## src/rtl/bitrec_pkg.sv

```systemverilog
// Shared types and constants for the frame deserializer and its bit sampler.
package bitrec_pkg;

  typedef enum logic [1:0] {HUNT, DATA, CHECK} state_t;

  localparam logic [15:0] SYNC_WORD_DEF = 16'hEB90;
  localparam int          MIN_PERIOD    = 4;

endpackage

```

## src/rtl/bit_sampler.sv

```systemverilog
// Synchronizes the raw serial input, tracks bit phase from its edges and
// emits one registered strobe per bit, sampled at mid-period.
module bit_sampler
  import bitrec_pkg::*;
#(
  parameter int PERIOD_W = 32
) (
  input  logic                clk_300M,
  input  logic                rst,
  input  logic                signal,
  input  logic [PERIOD_W-1:0] bit_period,
  output logic                bit_strobe,
  output logic                bit_data
);

  logic [2:0]          sync_q;
  logic                edge_det;
  logic                period_ok;
  logic                sample;
  logic [PERIOD_W-1:0] phase_cnt;

  assign edge_det  = sync_q[1] ^ sync_q[2];
  assign period_ok = bit_period >= PERIOD_W'(MIN_PERIOD);
  // An edge on the sample cycle means the bit boundary moved; skip that sample.
  assign sample    = period_ok && !edge_det && (phase_cnt == (bit_period >> 1));

  always_ff @(posedge clk_300M) begin
    if (rst) begin
      sync_q     <= '0;
      phase_cnt  <= '0;
      bit_strobe <= 1'b0;
      bit_data   <= 1'b0;
    end else begin
      sync_q     <= {sync_q[1:0], signal};
      bit_strobe <= sample;
      bit_data   <= sync_q[1];
      if (edge_det)
        phase_cnt <= '0;
      else if (phase_cnt >= bit_period - 1'b1)
        phase_cnt <= '0;
      else if (phase_cnt != '1)
        phase_cnt <= phase_cnt + 1'b1;
    end
  end

endmodule

```

## src/rtl/frame_deserializer.sv

```systemverilog
// Sync-word hunt, byte assembly and flywheel lock on top of bit_sampler.
// Optional SYNC_INVERT_EN: also lock on the inverted sync word and invert all following bits.
module frame_deserializer
  import bitrec_pkg::*;
#(
  parameter int              PERIOD_W    = 32,
  parameter int              SYNC_W      = 16,
  parameter logic [SYNC_W-1:0] SYNC_WORD = SYNC_WORD_DEF,
  parameter int              FRAME_BYTES = 8,
  parameter int              MAX_MISS    = 3
) (
  input  logic                clk_300M,
  input  logic                rst,
  input  logic                signal,
  input  logic [PERIOD_W-1:0] bit_period,
  output logic                bit_strobe,
  output logic                bit_data,
  output logic [7:0]          data_byte,
  output logic                data_valid,
  output logic                frame_start,
`ifdef SYNC_INVERT_EN
  output logic                polarity_inv,
`endif
  output logic                locked
);

  localparam int BC_W = ($clog2(SYNC_W) > 3) ? $clog2(SYNC_W) : 3;
  localparam int BY_W = $clog2(FRAME_BYTES + 1);

  state_t            state, state_nx;
  logic [SYNC_W-1:0] window, window_nx, win_sh;
  logic [7:0]        byte_sr, byte_sr_nx, byte_sh, data_byte_nx;
  logic [BC_W-1:0]   bit_cnt, bit_cnt_nx;
  logic [BY_W-1:0]   byte_cnt, byte_cnt_nx, byte_inc;
  logic [3:0]        miss_cnt, miss_nx, miss_inc;
  logic              locked_nx, dv_nx, fs_nx;
  logic              bit_val;

  bit_sampler #(.PERIOD_W(PERIOD_W)) u_sampler (
    .clk_300M   (clk_300M),
    .rst        (rst),
    .signal     (signal),
    .bit_period (bit_period),
    .bit_strobe (bit_strobe),
    .bit_data   (bit_data)
  );

`ifdef SYNC_INVERT_EN
  logic pol, pol_nx;
  assign bit_val      = bit_data ^ pol;
  assign polarity_inv = pol;
`else
  assign bit_val = bit_data;
`endif

  assign win_sh   = {window[SYNC_W-2:0], bit_val};
  assign byte_sh  = {byte_sr[6:0], bit_val};
  assign byte_inc = (byte_cnt == '1) ? byte_cnt : byte_cnt + 1'b1;
  assign miss_inc = miss_cnt + 4'd1;

  always_comb begin
    state_nx     = state;
    window_nx    = window;
    byte_sr_nx   = byte_sr;
    bit_cnt_nx   = bit_cnt;
    byte_cnt_nx  = byte_cnt;
    miss_nx      = miss_cnt;
    locked_nx    = locked;
    data_byte_nx = data_byte;
    dv_nx        = 1'b0;
    fs_nx        = 1'b0;
`ifdef SYNC_INVERT_EN
    pol_nx       = pol;
`endif
    if (bit_strobe) begin
      unique case (state)
        HUNT: begin
          window_nx = win_sh;
          if (win_sh == SYNC_WORD) begin
            state_nx    = DATA;
            fs_nx       = 1'b1;
            locked_nx   = 1'b1;
            miss_nx     = '0;
            bit_cnt_nx  = '0;
            byte_cnt_nx = '0;
          end
`ifdef SYNC_INVERT_EN
          else if (win_sh == ~SYNC_WORD) begin
            state_nx    = DATA;
            fs_nx       = 1'b1;
            locked_nx   = 1'b1;
            miss_nx     = '0;
            bit_cnt_nx  = '0;
            byte_cnt_nx = '0;
            pol_nx      = 1'b1;
          end
`endif
        end
        DATA: begin
          byte_sr_nx = byte_sh;
          if (bit_cnt == BC_W'(7)) begin
            bit_cnt_nx   = '0;
            data_byte_nx = byte_sh;
            dv_nx        = 1'b1;
            if (byte_inc == BY_W'(FRAME_BYTES)) begin
              state_nx    = CHECK;
              byte_cnt_nx = '0;
            end else begin
              byte_cnt_nx = byte_inc;
            end
          end else begin
            bit_cnt_nx = bit_cnt + 1'b1;
          end
        end
        CHECK: begin
          window_nx = win_sh;
          if (bit_cnt == BC_W'(SYNC_W - 1)) begin
            bit_cnt_nx = '0;
            if (win_sh == SYNC_WORD) begin
              state_nx = DATA;
              fs_nx    = 1'b1;
              miss_nx  = '0;
            end else if (miss_inc == 4'(MAX_MISS)) begin
              state_nx  = HUNT;
              locked_nx = 1'b0;
              window_nx = '0;
              miss_nx   = miss_inc;
`ifdef SYNC_INVERT_EN
              pol_nx    = 1'b0;
`endif
            end else begin
              // Flywheel: trust the frame timing and keep collecting payload.
              state_nx = DATA;
              miss_nx  = miss_inc;
            end
          end else begin
            bit_cnt_nx = bit_cnt + 1'b1;
          end
        end
        default: state_nx = HUNT;
      endcase
    end
  end

  always_ff @(posedge clk_300M) begin
    if (rst) state <= HUNT;
    else     state <= state_nx;
  end

  always_ff @(posedge clk_300M) begin
    if (rst) begin
      window      <= '0;
      byte_sr     <= '0;
      bit_cnt     <= '0;
      byte_cnt    <= '0;
      miss_cnt    <= '0;
      locked      <= 1'b0;
      data_byte   <= '0;
      data_valid  <= 1'b0;
      frame_start <= 1'b0;
`ifdef SYNC_INVERT_EN
      pol         <= 1'b0;
`endif
    end else begin
      window      <= window_nx;
      byte_sr     <= byte_sr_nx;
      bit_cnt     <= bit_cnt_nx;
      byte_cnt    <= byte_cnt_nx;
      miss_cnt    <= miss_nx;
      locked      <= locked_nx;
      data_byte   <= data_byte_nx;
      data_valid  <= dv_nx;
      frame_start <= fs_nx;
`ifdef SYNC_INVERT_EN
      pol         <= pol_nx;
`endif
    end
  end

endmodule

```

## config.mk

```make
export PLATFORM = sky130hd
export DESIGN_NAME = frame_deserializer
export DESIGN_NICKNAME = d
export VERILOG_FILES = /design/src/rtl/bitrec_pkg.sv /design/src/rtl/bit_sampler.sv /design/src/rtl/frame_deserializer.sv
export SDC_FILE = /design/constraint.sdc
export NUM_CORES = 1
export LEC_CHECK = 0
export ABC_CLOCK_PERIOD_IN_PS = 5580
export CORE_MARGIN = 8
export CORE_UTILIZATION = 25
export DETAILED_ROUTE_END_ITERATION = 8
export MAX_ROUTING_LAYER = met4
export PLACE_DENSITY = 0.53
export REMOVE_ABC_BUFFERS = 1
export SYNTH_ARGS = -nofsm -noshare
export SYNTH_HDL_FRONTEND = slang
export SYNTH_SLANG_ARGS = --single-unit
export TNS_END_PERCENT = 100
```

## constraint.sdc

```tcl
create_clock -name clk_300M -period 5.58 [get_ports clk_300M]
set_input_delay 1.674 -clock clk_300M [delete_from_list [all_inputs] [get_ports clk_300M]]
set_output_delay 1.674 -clock clk_300M [all_outputs]
set_load 0.05 [all_outputs]
```

==> results.ini <==
[power_and_ir_drop]
p_sw_uw=312
power.density_nw_per_um2=204
pwr-share-clk=0.466
share_seq_of_total_power=0.433
p_sw_frac=0.225
p_comb_frac=0.101
vdd_drop_max_uv=155
p_leak_uw=0.00252
internal_power_uw=1070

[setup_path]
critPathCaptureType=register
cp.required_ns=5.81
slowest_delay_ns=0.54
cp.arrival_ns=5.73
crit_type=in -> reg
start_kind=primary input
cp_max_fo=8
path_cells=clkdlybuf4s50_1 -> or4_4 -> or4_4 -> buf_4 -> nor3_4 -> nand2b_4 -> buf_4 -> nor4_4 -> xnor2_1 -> ha_1 -> nand2_1 -> or4_4 -> buf_4 -> o311ai_4 -> clkbuf_16 -> nor2_1
worst_path_max_delay_cell=or4_4

[die]
die_area_um2=26000
dieHeight_um=161
rows=53
die_w_um=161
start_util=0.253
core-area_um2=20900
num_io_pins=48

[sta]
slew_headroom=0.313
slew_viol_final=0
clock-skew-final_ns=0.00649
setup_viol=0
hold_viol=0
setup_slack_ns=0.0816
max_freq_mhz=182
finalCriticalPeriod_ns=5.50
tightest_slew_ns=1.02
timing.final.crit_share=0.985
fin_setup_tns_ns=0

[routing]
dr.pass1.iters=4
wl_per_cell_um=14.6
wirelength_um=14400
post-route-drc-count=0
drt_iter0_markers=181
ant_nets=0
vias_per_cell=4.81
vias=4771

[run_status]
status=complete, no violations

[layout]
fillers=2220
regArea_um2=1660
multi_input_area_um2=3500
syn_to_final_growth_pct=28.5
mostFrequentLayoutCells=dfxtp_1, nor2_1, nand2_1, xor2_1, buf_4
diodes=0
finalCoreUtilization=0.325
drive_gt1_frac=0.119
fin_cells=991
layout_commonest_cell=dfxtp_1
nets=789
finalInstanceArea_um2=6780

[cts]
clk_latency_ns=0.34
numCtsBuffers=9
htreeDepth=3
cts_root_buffer=clkbuf_16
cts_tree=done
clock_sinks=83
cts_hold_buf=0
cts_buffer_depth=2
clkTransAtPathRegs_ns=0.06

[grt]
grt_max_degree=41
grt_usage=0.112
grt_remaining_overflow=0
grt_pass1_wl_um=23200
grt_antenna_before_repair=0
grt_pass1_vias=4576

[logic_synthesis]
yosys_warnings=0
synth_edf_count=0
avgSynthCellArea_um2=8.39
synth_area_um2=5280
synthFlopType=dfxtp_1
async_flop_share=0
ys_seq_elements=83
synth_seq_area_share=0.315
netlist_instances=629
synth_cell_types=58

[placed_design]
hpwl_um=10800
gp_congestion=0.856
port_buffers=47
place_inst=971
place_ws_ns=-0.351
place_area_um2=6360

[min_path]
hold_class=reg -> reg

[flow_run]
cap_violations=0

-- state kept, by name, indices dropped and copies added (netlist names) --
signal                count
data_byte                 8
state                     2
byte_sr                   7
u_sampler.phase_cnt      32
frame_start               1
locked                    1
data_valid                1
byte_cnt                  4
u_sampler.sync_q          3
window                   15
bit_cnt                   4
miss_cnt                  4
u_sampler.bit_strobe      1
-- power by group through the flow --
stage / combinational (uW) / clock [uW] / sequential (uW)
global placement: 132 / 0 / 613
CTS: 132 / 660 / 599
detailed placement: 131 / 0 / 613
floorplan: 52.0 / 0 / 612
finish: 140 / 644 / 599
global route: 153 / 685 / 600
-- Yosys cell counts, drive strengths merged, types with 2 or more instances --
master   n  share of area
dfxtp   83           0.31
nor2    66          0.047
nand2   56          0.040
xor2    49          0.081
ha      43           0.10
a21oi   42          0.040
xnor2   39          0.065
nand4   29          0.034
nand3   25          0.024
clkbuf  22          0.016
nor4    18          0.027
nor3    16          0.018
o21ai   15          0.014
a22o    14          0.023
inv     14          0.010
or4      9          0.016
and3     7         0.0083
or3      7         0.0092
a21o     6         0.0085
and4     6          0.010
nand2b   5         0.0073
nor2b    5         0.0059
a211oi   4         0.0057
mux2i    4         0.0076
o21a     4         0.0057
or2      4         0.0047
a211o    3         0.0050
a31oi    3         0.0036
and2     3         0.0036
buf      3         0.0026
nand3b   3         0.0043
o211ai   3         0.0043
a221oi   2         0.0033
nor4b    2         0.0033
o311ai   2         0.0033
-- logic make-up after synthesis --
family,share of synthesized area
AND/OR/NAND/NOR,0.271
AO/OA/AOI/OAI,0.130
XOR/XNOR,0.146
flip-flops,0.315
adder cells (fa/ha/maj),0.102
buffers and inverters,0.0284
multiplexers,0.00759
-- layer usage --
layer / vias to the layer above / GRT usage / wire length [um]
li1: 2431 / - / -
met1: 2233 / 0.145 / 7310
met2: 83 / 0.170 / 6380
met3: 24 / 0.0211 / 377
met4: 0 / 0.0425 / 365
met5: - / - / 0
-- through the flow --
step / hold WS [ns] / total power, uW
after floorplan: 0.414 / 664
final: 0.453 / 1380
after CTS: 0.459 / 1390
after global routing: 0.475 / 1440
after detailed placement: 0.451 / 744
after global placement: 0.449 / 744
-- timing repair --
action                     in CTS  in global routing
gates resized for setup         0                  7
setup endpoints to repair       0                 32
buffers inserted                0                  1
-- worst max-delay path, delay by kind of cell --
kind	cells	cell delay, ns
compound gates	1	0.43
buf+inv	5	1.16
simple gates	8	2.06
xor+xnor	1	0.09
fa+ha+maj	1	0.29
-- layout make-up --
class / instances / area share
repair buffers: 96 / 0.133
flip-flops and latches: 83 / 0.245
clock buffers: 10 / 0.0352
inverters: 14 / 0.00775
multi-input cells: 507 / 0.516
well taps: 275 / 0.0507
clock inverters: 6 / 0.0131
-- worst paths after layout --
| kind | endpoint | from | cells after the start | slack (ns) |
|---|---|---|---|---|
| max reg2reg | u_sampler.phase_cnt[26] | u_sampler.phase_cnt[14] | 6 | 2.93 |
| min reg2reg | data_byte[3] | data_byte[3] | 2 | 0.45 |
| max | u_sampler.phase_cnt[24] | bit_period[5] | 16 | 0.08 |
| min | data_byte[3] | data_byte[3] | 2 | 0.45 |
No activity file was read; power rests on OpenSTA's default activity.
